--- src/rtl/sub_pipe_pkg.sv ---
// Shared types and width helpers for the sub_pipe_acc subtract pipeline.
// Helpers work on a fixed 64-bit container; callers cast the result down to their width.
package sub_pipe_pkg;

  localparam int MAXW = 64;

  typedef logic [MAXW-1:0] wide_t;

  typedef enum logic [1:0] {
    OP_SUB  = 2'd0,
    OP_ACC  = 2'd1,
    OP_LOAD = 2'd2,
    OP_RSVD = 2'd3
  } op_e;

  // Extend the low `width` bits of value across the container, sign- or zero-filled.
  function automatic wide_t ext_w(input wide_t value, input int width, input logic sgn);
    wide_t r;
    logic  fill;
    fill = 1'b0;
    for (int i = 0; i < MAXW; i++)
      if (i == width - 1) fill = sgn & value[i];
    r = value;
    for (int i = 0; i < MAXW; i++)
      if (i >= width) r[i] = fill;
    return r;
  endfunction

  // d is a sign-extended exact difference; true when it is representable in wo bits.
  function automatic logic fits_w(input wide_t d, input int wo, input logic sgn);
    logic ok;
    ok = 1'b1;
    for (int i = 0; i < MAXW; i++) begin
      if (sgn && (i >= wo - 1) && (d[i] != d[MAXW-1])) ok = 1'b0;
      if (!sgn && (i >= wo) && d[i]) ok = 1'b0;
    end
    return ok;
  endfunction

endpackage

--- src/rtl/sub_pipe_core.sv ---
// Combinational second-stage datapath: exact W-bit difference, truncated result,
// unsigned borrow and representability flag.
module sub_pipe_core
  import sub_pipe_pkg::*;
#(
  parameter int W  = 17,
  parameter int WO = 16
) (
  input  logic [W-1:0]  min_i,
  input  logic [W-1:0]  sub_i,
  input  op_e           op_i,
  input  logic          sgn_i,
  output logic [WO-1:0] res_o,
  output logic          borrow_o,
  output logic          ovf_o
);

  logic [W-1:0] diff_w;

  assign diff_w = min_i - sub_i;

  // W is one bit wider than any operand, so diff_w read as signed is the exact difference.
  always_comb begin
    res_o    = diff_w[WO-1:0];
    borrow_o = (min_i < sub_i);
    ovf_o    = !fits_w(ext_w(wide_t'(diff_w), W, 1'b1), WO, sgn_i);
    if (op_i == OP_LOAD) begin
      res_o    = min_i[WO-1:0];
      borrow_o = 1'b0;
      ovf_o    = !fits_w(ext_w(wide_t'(min_i), W, 1'b1), WO, sgn_i);
    end
  end

endmodule

--- src/rtl/sub_pipe_acc.sv ---
// Two-stage subtract/accumulate pipeline with valid/ready flow control and a global stall.
// Widths up to 63 bits are supported by the shared helper container.
module sub_pipe_acc
  import sub_pipe_pkg::*;
#(
  parameter int WA = 16,
  parameter int WB = 16,
  parameter int WO = 16
) (
  input  logic          clk,
  input  logic          rst,
  input  logic          in_valid,
  output logic          in_ready,
  input  logic [WA-1:0] in_a,
  input  logic [WB-1:0] in_b,
  input  logic          in_signed,
  input  logic [1:0]    in_op,
  output logic          out_valid,
  input  logic          out_ready,
  output logic [WO-1:0] out_res,
  output logic          out_borrow,
  output logic          out_ovf
);

  localparam int WAB = (WA > WB) ? WA : WB;
  localparam int W   = ((WAB > WO) ? WAB : WO) + 1;

  logic          stall;
  logic          s1_valid_q, s1_valid_d;
  logic [W-1:0]  s1_a_q, s1_a_d;
  logic [W-1:0]  s1_b_q, s1_b_d;
  op_e           s1_op_q, s1_op_d;
  logic          s1_sgn_q, s1_sgn_d;
  logic          out_valid_q, out_valid_d;
  logic [WO-1:0] out_res_q, out_res_d;
  logic          out_borrow_q, out_borrow_d;
  logic          out_ovf_q, out_ovf_d;
  logic [WO-1:0] acc_q, acc_d;

  logic [W-1:0]  a_ext, b_ext, acc_ext, s2_min;
  logic [WO-1:0] core_res;
  logic          core_borrow, core_ovf;

  assign stall    = out_valid_q && !out_ready;
  assign in_ready = !stall && !rst;

  assign a_ext   = W'(ext_w(wide_t'(in_a), WA, in_signed));
  assign b_ext   = W'(ext_w(wide_t'(in_b), WB, in_signed));
  // acc is read in S2, so a preceding ACC has already written it back.
  assign acc_ext = W'(ext_w(wide_t'(acc_q), WO, s1_sgn_q));
  assign s2_min  = (s1_op_q == OP_ACC) ? acc_ext : s1_a_q;

  sub_pipe_core #(
    .W  (W),
    .WO (WO)
  ) u_core (
    .min_i    (s2_min),
    .sub_i    (s1_b_q),
    .op_i     (s1_op_q),
    .sgn_i    (s1_sgn_q),
    .res_o    (core_res),
    .borrow_o (core_borrow),
    .ovf_o    (core_ovf)
  );

  always_comb begin
    s1_valid_d   = s1_valid_q;
    s1_a_d       = s1_a_q;
    s1_b_d       = s1_b_q;
    s1_op_d      = s1_op_q;
    s1_sgn_d     = s1_sgn_q;
    out_valid_d  = out_valid_q;
    out_res_d    = out_res_q;
    out_borrow_d = out_borrow_q;
    out_ovf_d    = out_ovf_q;
    acc_d        = acc_q;
    if (!stall) begin
      s1_valid_d = in_valid && in_ready;
      if (in_valid && in_ready) begin
        s1_a_d   = a_ext;
        s1_b_d   = b_ext;
        s1_op_d  = op_e'(in_op);
        s1_sgn_d = in_signed;
      end
      out_valid_d = s1_valid_q;
      if (s1_valid_q) begin
        out_res_d    = core_res;
        out_borrow_d = core_borrow;
        out_ovf_d    = core_ovf;
        if ((s1_op_q == OP_ACC) || (s1_op_q == OP_LOAD)) acc_d = core_res;
      end
    end
  end

  always_ff @(posedge clk) begin
    if (rst) begin
      s1_valid_q   <= 1'b0;
      s1_a_q       <= '0;
      s1_b_q       <= '0;
      s1_op_q      <= OP_SUB;
      s1_sgn_q     <= 1'b0;
      out_valid_q  <= 1'b0;
      out_res_q    <= '0;
      out_borrow_q <= 1'b0;
      out_ovf_q    <= 1'b0;
      acc_q        <= '0;
    end else begin
      s1_valid_q   <= s1_valid_d;
      s1_a_q       <= s1_a_d;
      s1_b_q       <= s1_b_d;
      s1_op_q      <= s1_op_d;
      s1_sgn_q     <= s1_sgn_d;
      out_valid_q  <= out_valid_d;
      out_res_q    <= out_res_d;
      out_borrow_q <= out_borrow_d;
      out_ovf_q    <= out_ovf_d;
      acc_q        <= acc_d;
    end
  end

  assign out_valid  = out_valid_q;
  assign out_res    = out_res_q;
  assign out_borrow = out_borrow_q;
  assign out_ovf    = out_ovf_q;

endmodule

--- config.mk ---
export PLATFORM = sky130hd
export DESIGN_NAME = sub_pipe_acc
export DESIGN_NICKNAME = d
export VERILOG_FILES = /design/src/rtl/sub_pipe_pkg.sv /design/src/rtl/sub_pipe_core.sv /design/src/rtl/sub_pipe_acc.sv
export SDC_FILE = /design/constraint.sdc
export NUM_CORES = 1
export LEC_CHECK = 0
export ABC_AREA = 1
export CORE_UTILIZATION = 59
export CTS_CLUSTER_DIAMETER = 100
export CTS_CLUSTER_SIZE = 40
export DETAILED_ROUTE_END_ITERATION = 7
export PLACE_DENSITY_LB_ADDON = 0.08
export SLEW_MARGIN = 20
export SYNTH_ARGS = -nofsm -noshare
export SYNTH_HDL_FRONTEND = slang
export SYNTH_SLANG_ARGS = --single-unit
--- constraint.sdc ---
create_clock -name clk -period 7.2 [get_ports clk]
set_clock_uncertainty 0.2 [all_clocks]
set_input_delay 1.8 -clock clk [delete_from_list [all_inputs] [get_ports clk]]
set_output_delay 1.8 -clock clk [all_outputs]
set_load 0.02 [all_outputs]
=== After elaboration in Yosys (flattened, before gate mapping) ===
Index checks and enable logic that the tools add are counted.

* ROM bits: 0
* Memories kept: 0
* Bits of input ports: 39
* Word-level logic and storage cells: 52
* Bits in latches: 0
* Bits in writable memories: 0
* Output and inout bits: 20
* Register bits after elaboration: 73

* Muxes and demuxes: 12
* Order comparisons: 1
* Equal/unequal tests: 5
* Shift operators: 0
* Div/mod/pow operators: 0
* Multiply operators: 0
* Add/sub/neg operators: 1
* Bitwise operators: 4
* Reduce and logical (&&, ||, !) cells: 19

{| class="wikitable"
|+ Operator list
! kind !! count
|-
| less-than comparator 17 bit || 1
|-
| 2-to-1 mux 17 bit || 1
|-
| subtractor 17 bit || 1
|-
| 2-to-1 mux 16 bit || 1
|-
| 2-to-1 mux 1 bit || 10
|-
| logical AND 1 bit || 9
|-
| zero test 1 bit || 6
|-
| AND reduction 2 bit || 2
|-
| AND 1 bit || 3
|-
| != test 1 bit || 3
|-
| AND reduction 3 bit || 1
|-
| == test 2 x 1 -> 1 bit, second input constant || 1
|-
| == test 2 bit, second input constant || 1
|-
| logical OR 1 bit || 1
|-
| inverter 1 bit || 1
|}

=== Longest topological paths before layout ===
* Word-level depth: 12
* Depth in mapped cells: 20
* Mapped depth without buffers: 19

=== Modules after synthesis ===
A second synthesis with hierarchy kept.

* Cells, all modules: 630
* Area, all modules: 4205.3 µm²

{| class="wikitable"
|+ Modules (own cells, without submodules)
! module !! times used !! seq. area each (µm²) !! area an instance (µm²) !! cells each
|-
| sub_pipe_acc || 1 || 1461.4 || 2996.6 || 398
|-
| sub_pipe_core || 1 || 0.0 || 1208.7 || 232
|}

=== Least setup slack after synthesis ===
OpenSTA, ideal clock, no wires.

* Path kind: input-to-output
* From: input port out_ready
* To: output port in_ready
* Arrival time: 2145 ps
* Path slack: 3055 ps
* Buffers on the path: 0
* Required time: 5200 ps
* Stages: 2
* Path through: nor2_2 nor2_1

* Word-level cells in the longest chain between the ends: 4

{| class="wikitable"
|+ Ends and longest elaborated chain
! what !! line !! source
|-
| from (decl) || sub_pipe_acc.sv:19 || <nowiki>input logic out_ready,</nowiki>
|-
| zero test 1 bit || sub_pipe_acc.sv:44 || <nowiki>assign stall = out_valid_q && !out_ready;</nowiki>
|-
| logical AND 1 bit || sub_pipe_acc.sv:44 ||
|-
| zero test 1 bit || - ||
|-
| logical AND 1 bit || sub_pipe_acc.sv:45 || <nowiki>assign in_ready = !stall && !rst;</nowiki>
|-
| to (decl) || sub_pipe_acc.sv:13 || <nowiki>output logic in_ready,</nowiki>
|}

Every way passes these cells.

=== Worst setup path after layout ===
* From: input port rst
* To: output port in_ready

* Word-level cells in the longest chain between the ends: 2

{| class="wikitable"
|+ Ends and longest elaborated chain
! what !! line !! source
|-
| from (decl) || sub_pipe_acc.sv:11 || <nowiki>input logic rst,</nowiki>
|-
| zero test 1 bit || sub_pipe_acc.sv:45 ||
|-
| logical AND 1 bit || sub_pipe_acc.sv:45 ||
|}

Every way passes these cells.

==> flow_metrics.py <==
metrics = {
    "power": {
        "p_leak_uw": 0.00225,
        "powerDensity_nw_per_um2": 243,
        "ir_drop_uv": 112,
    },
    "run": {
        "maxCapViolations": 0,
    },
    "hold_path": {
        "min_delay_path_depth": 2,
        "worstHoldStart": "s1_a_q[14]",
        "hold_end": "s1_a_q[14]",
        "worstHoldPathType": "reg2reg",
    },
    "logic_synthesis": {
        "syn_nets": 653,
        "syn_area_sq_um": 4040,
        "synthCells": 594,
        "ys_warn_count": 0,
        "yosys.cell_types.count": 32,
        "syn_area_per_cell_sq_um": 6.80,
        "synth-edff-count": 0,
        "synth_ff_type": "dfxtp_1",
        "synth-seq-cells": 73,
        "synth_seq_area_share": 0.362,
        "async_flop_share": 0,
    },
    "clocking": {
        "clockBufferDepth": 2,
        "post_cts_buffers": 0,
        "cts_num_sinks": 73,
        "path_clk_slew_ns": 0.07,
        "htree_levels": 3,
        "cts_tree": "yes",
        "clock_latency_ns": 0.36,
        "numCtsBuffers": 9,
        "cts-root-buf": "clkbuf_8",
        "ctsResizeCount": 0,
        "hold_buffers": 0,
    },
    "floorplan": {
        "pin_count": 59,
        "coreArea_sq_um": 6490,
        "die_h_um": 84.8,
        "die_w_um": 84.8,
        "initial_utilization": 0.622,
        "placementRows": 29,
        "die_area_sq_um": 7190,
    },
    "worst_setup_path": {
        "reg2reg_to": "out_res[10]",
        "r2r_slack_ns": 3.94,
        "rr_startpoint": "s1_op_q[1]",
        "path_cells": "clkdlybuf4s50_1 -> buf_4 -> nor2_1 -> clkdlybuf4s50_1",
        "endpoint_kind": "output port",
        "cp_max_fo": 20,
        "path_class": "in2out",
        "cp_slowest_cell": "clkdlybuf4s50_1",
        "cp_slowest_stage_delay_ns": 0.65,
        "cp.required_ns": 5.20,
        "worst_ep_arrival_time_ns": 3.29,
        "path_common_cell": "clkdlybuf4s50_1",
        "reg2reg_depth": 16,
        "start_kind": "input port",
    },
    "sta": {
        "rsz0062_at_grt": "false",
        "relSlewSlack": 0.305,
        "period_share": 0.735,
        "fmax_mhz": 189,
        "tns_ns": 0,
        "hold_slack_ns": 0.261,
        "period_minus_slack_ns": 5.29,
        "max_slew.worst_pin.slew_ns": 1.04,
        "final-setup-viol-count": 0,
        "drv_slew": 0,
        "hold_viol_final": 0,
    },
    "finish": {
        "fillCellCount": 530,
        "drive_gt1_frac": 0.0806,
        "fin_area_sq_um": 4870,
        "areaGrowthSynthToFinish_pct": 20.6,
        "fin_nets": 700,
        "antenna_cells": 0,
    },
    "grt": {
        "grt_pass1_vias": 3626,
        "grt_max_degree": 71,
        "antenna_found_initial": 0,
        "grt_pass1_wl_um": 16500,
        "overflow": 0,
        "grtUsageTotal": 0.293,
    },
    "routing": {
        "vias": 3838,
        "drt-pass1-iter-count": 7,
        "detail_route.wl_per_cell_um": 13.4,
        "drc": 5,
        "drt_iter0_markers": 272,
        "vias_per_cell": 5.32,
        "wirelength_um": 9660,
        "drtAntennaViolNets": 0,
    },
    "place": {
        "place.gp.congestion": 0.915,
        "placed_cell_area_sq_um": 4640,
        "port_buffers": 58,
        "dp_hpwl_um": 7020,
    },
    "run_status": {
        "violations": "DRC",
        "status": "finished with violations",
    },
}
[placed cells by master, fill, tap and decap left out, drive strengths merged]
cell type	count
clkdlybuf4s50	58
fa	1
a21oi	65
xor2	1
clkinvlp	1
nor3	1
clkbuf	9
o21bai	7
clkinv	3
o211ai	4
buf	3
ha	19
o31ai	1
o21a	5
bufinv	3
nand3b	1
inv	100
o21ai	73
nand4	1
nor2	42
or2	1
nand3	40
nand2	125
nand2b	1
xnor2	7
dfxtp	73
[layer usage]
layer | vias up | track usage | wire length [um] | part of all wire
li1 | 1985 | - | - | -
met1 | 1701 | 0.390 | 4420 | 0.46
met3 | 18 | 0.0452 | 565 | 0.059
met2 | 134 | 0.479 | 4490 | 0.46
met4 | 0 | 0.119 | 178 | 0.018
met5 | - | 0 | 0 | 0
[layout make-up]
type | count | area [sq um] | share of cell area
multi-input cells | 395 | 2100 | 0.431
flip-flops and latches | 73 | 1460 | 0.300
repair buffers | 61 | 603 | 0.124
inverters | 101 | 379 | 0.0778
clock buffers | 9 | 124 | 0.0254
clock inverters | 6 | 108 | 0.0221
well taps | 77 | 96.3 | 0.0198
[synthesized netlist by cell type (2+ instances only)]
library cell  instances  area (sq um)
nor2_2                4          25.0
o211ai_2              2          25.0
dfxtp_1              73          1460
inv_1                94           353
a21oi_2               4          35.0
buf_1                 2          7.51
nor2_1               38           143
nand3_1              39           195
o211ai_1              2          15.0
o21ai_0              70           350
ha_1                 19           238
inv_2                 6          22.5
o21ai_1               3          15.0
nand2_1             112           420
o21bai_1              7          52.6
nand2_2              13          81.3
a21oi_1              60           300
buf_2                11          55.1
xnor2_1               7          61.3
clkbuf_1             12          45.0
o21a_1                5          37.5
[worst max-delay path by stage]
stage	endpoint	cells after the start	start
after floorplan	in_ready	2	out_ready
after global routing	in_ready	4	rst
after global placement	in_ready	4	rst
final	in_ready	4	rst
after detailed placement	in_ready	4	rst
after CTS	in_ready	4	rst
[cells by family after synthesis]
group                      synth area share
and+or+nand+nor                       0.225
buffers and inverters                 0.120
DFF                                   0.362
adders and majority gates            0.0638
AOI/OAI and AO/OA                     0.211
xor gates and xnor gates             0.0173
[power by group]
part | switching [uW] | total, uW | internal, uW
registers | 12.5 | 446 | 433
logic | 221 | 362 | 141
clock network | 152 | 379 | 227
total | 385 | 1190 | 801
[state kept, by name, summed over array words and instances (netlist names), 2 cells and up]
name,flops
s1_a_q,17
s1_b_q,17
acc_q,16
out_res,16
s1_op_q,2
[per-stage QoR]
step | util | power [uW] | worst slack (ns) | std cells
finish | 0.751 | 1190 | 1.91 | 722
global route | 0.751 | 1260 | 1.84 | 722
CTS | 0.749 | 1180 | 1.98 | 722
detailed placement | 0.714 | 810 | 1.98 | 707
global placement | 0.714 | 800 | 2.01 | 707
floorplan | - | 710 | 3.06 | 594
[worst max-delay path, delay by kind of cell]
| kind | cells | cell delay [ns] |
|---|---|---|
| buffers and inverters | 3 | 1.27 |
| AND/OR/NAND/NOR | 1 | 0.23 |
(Power assumes the default switching activity.)
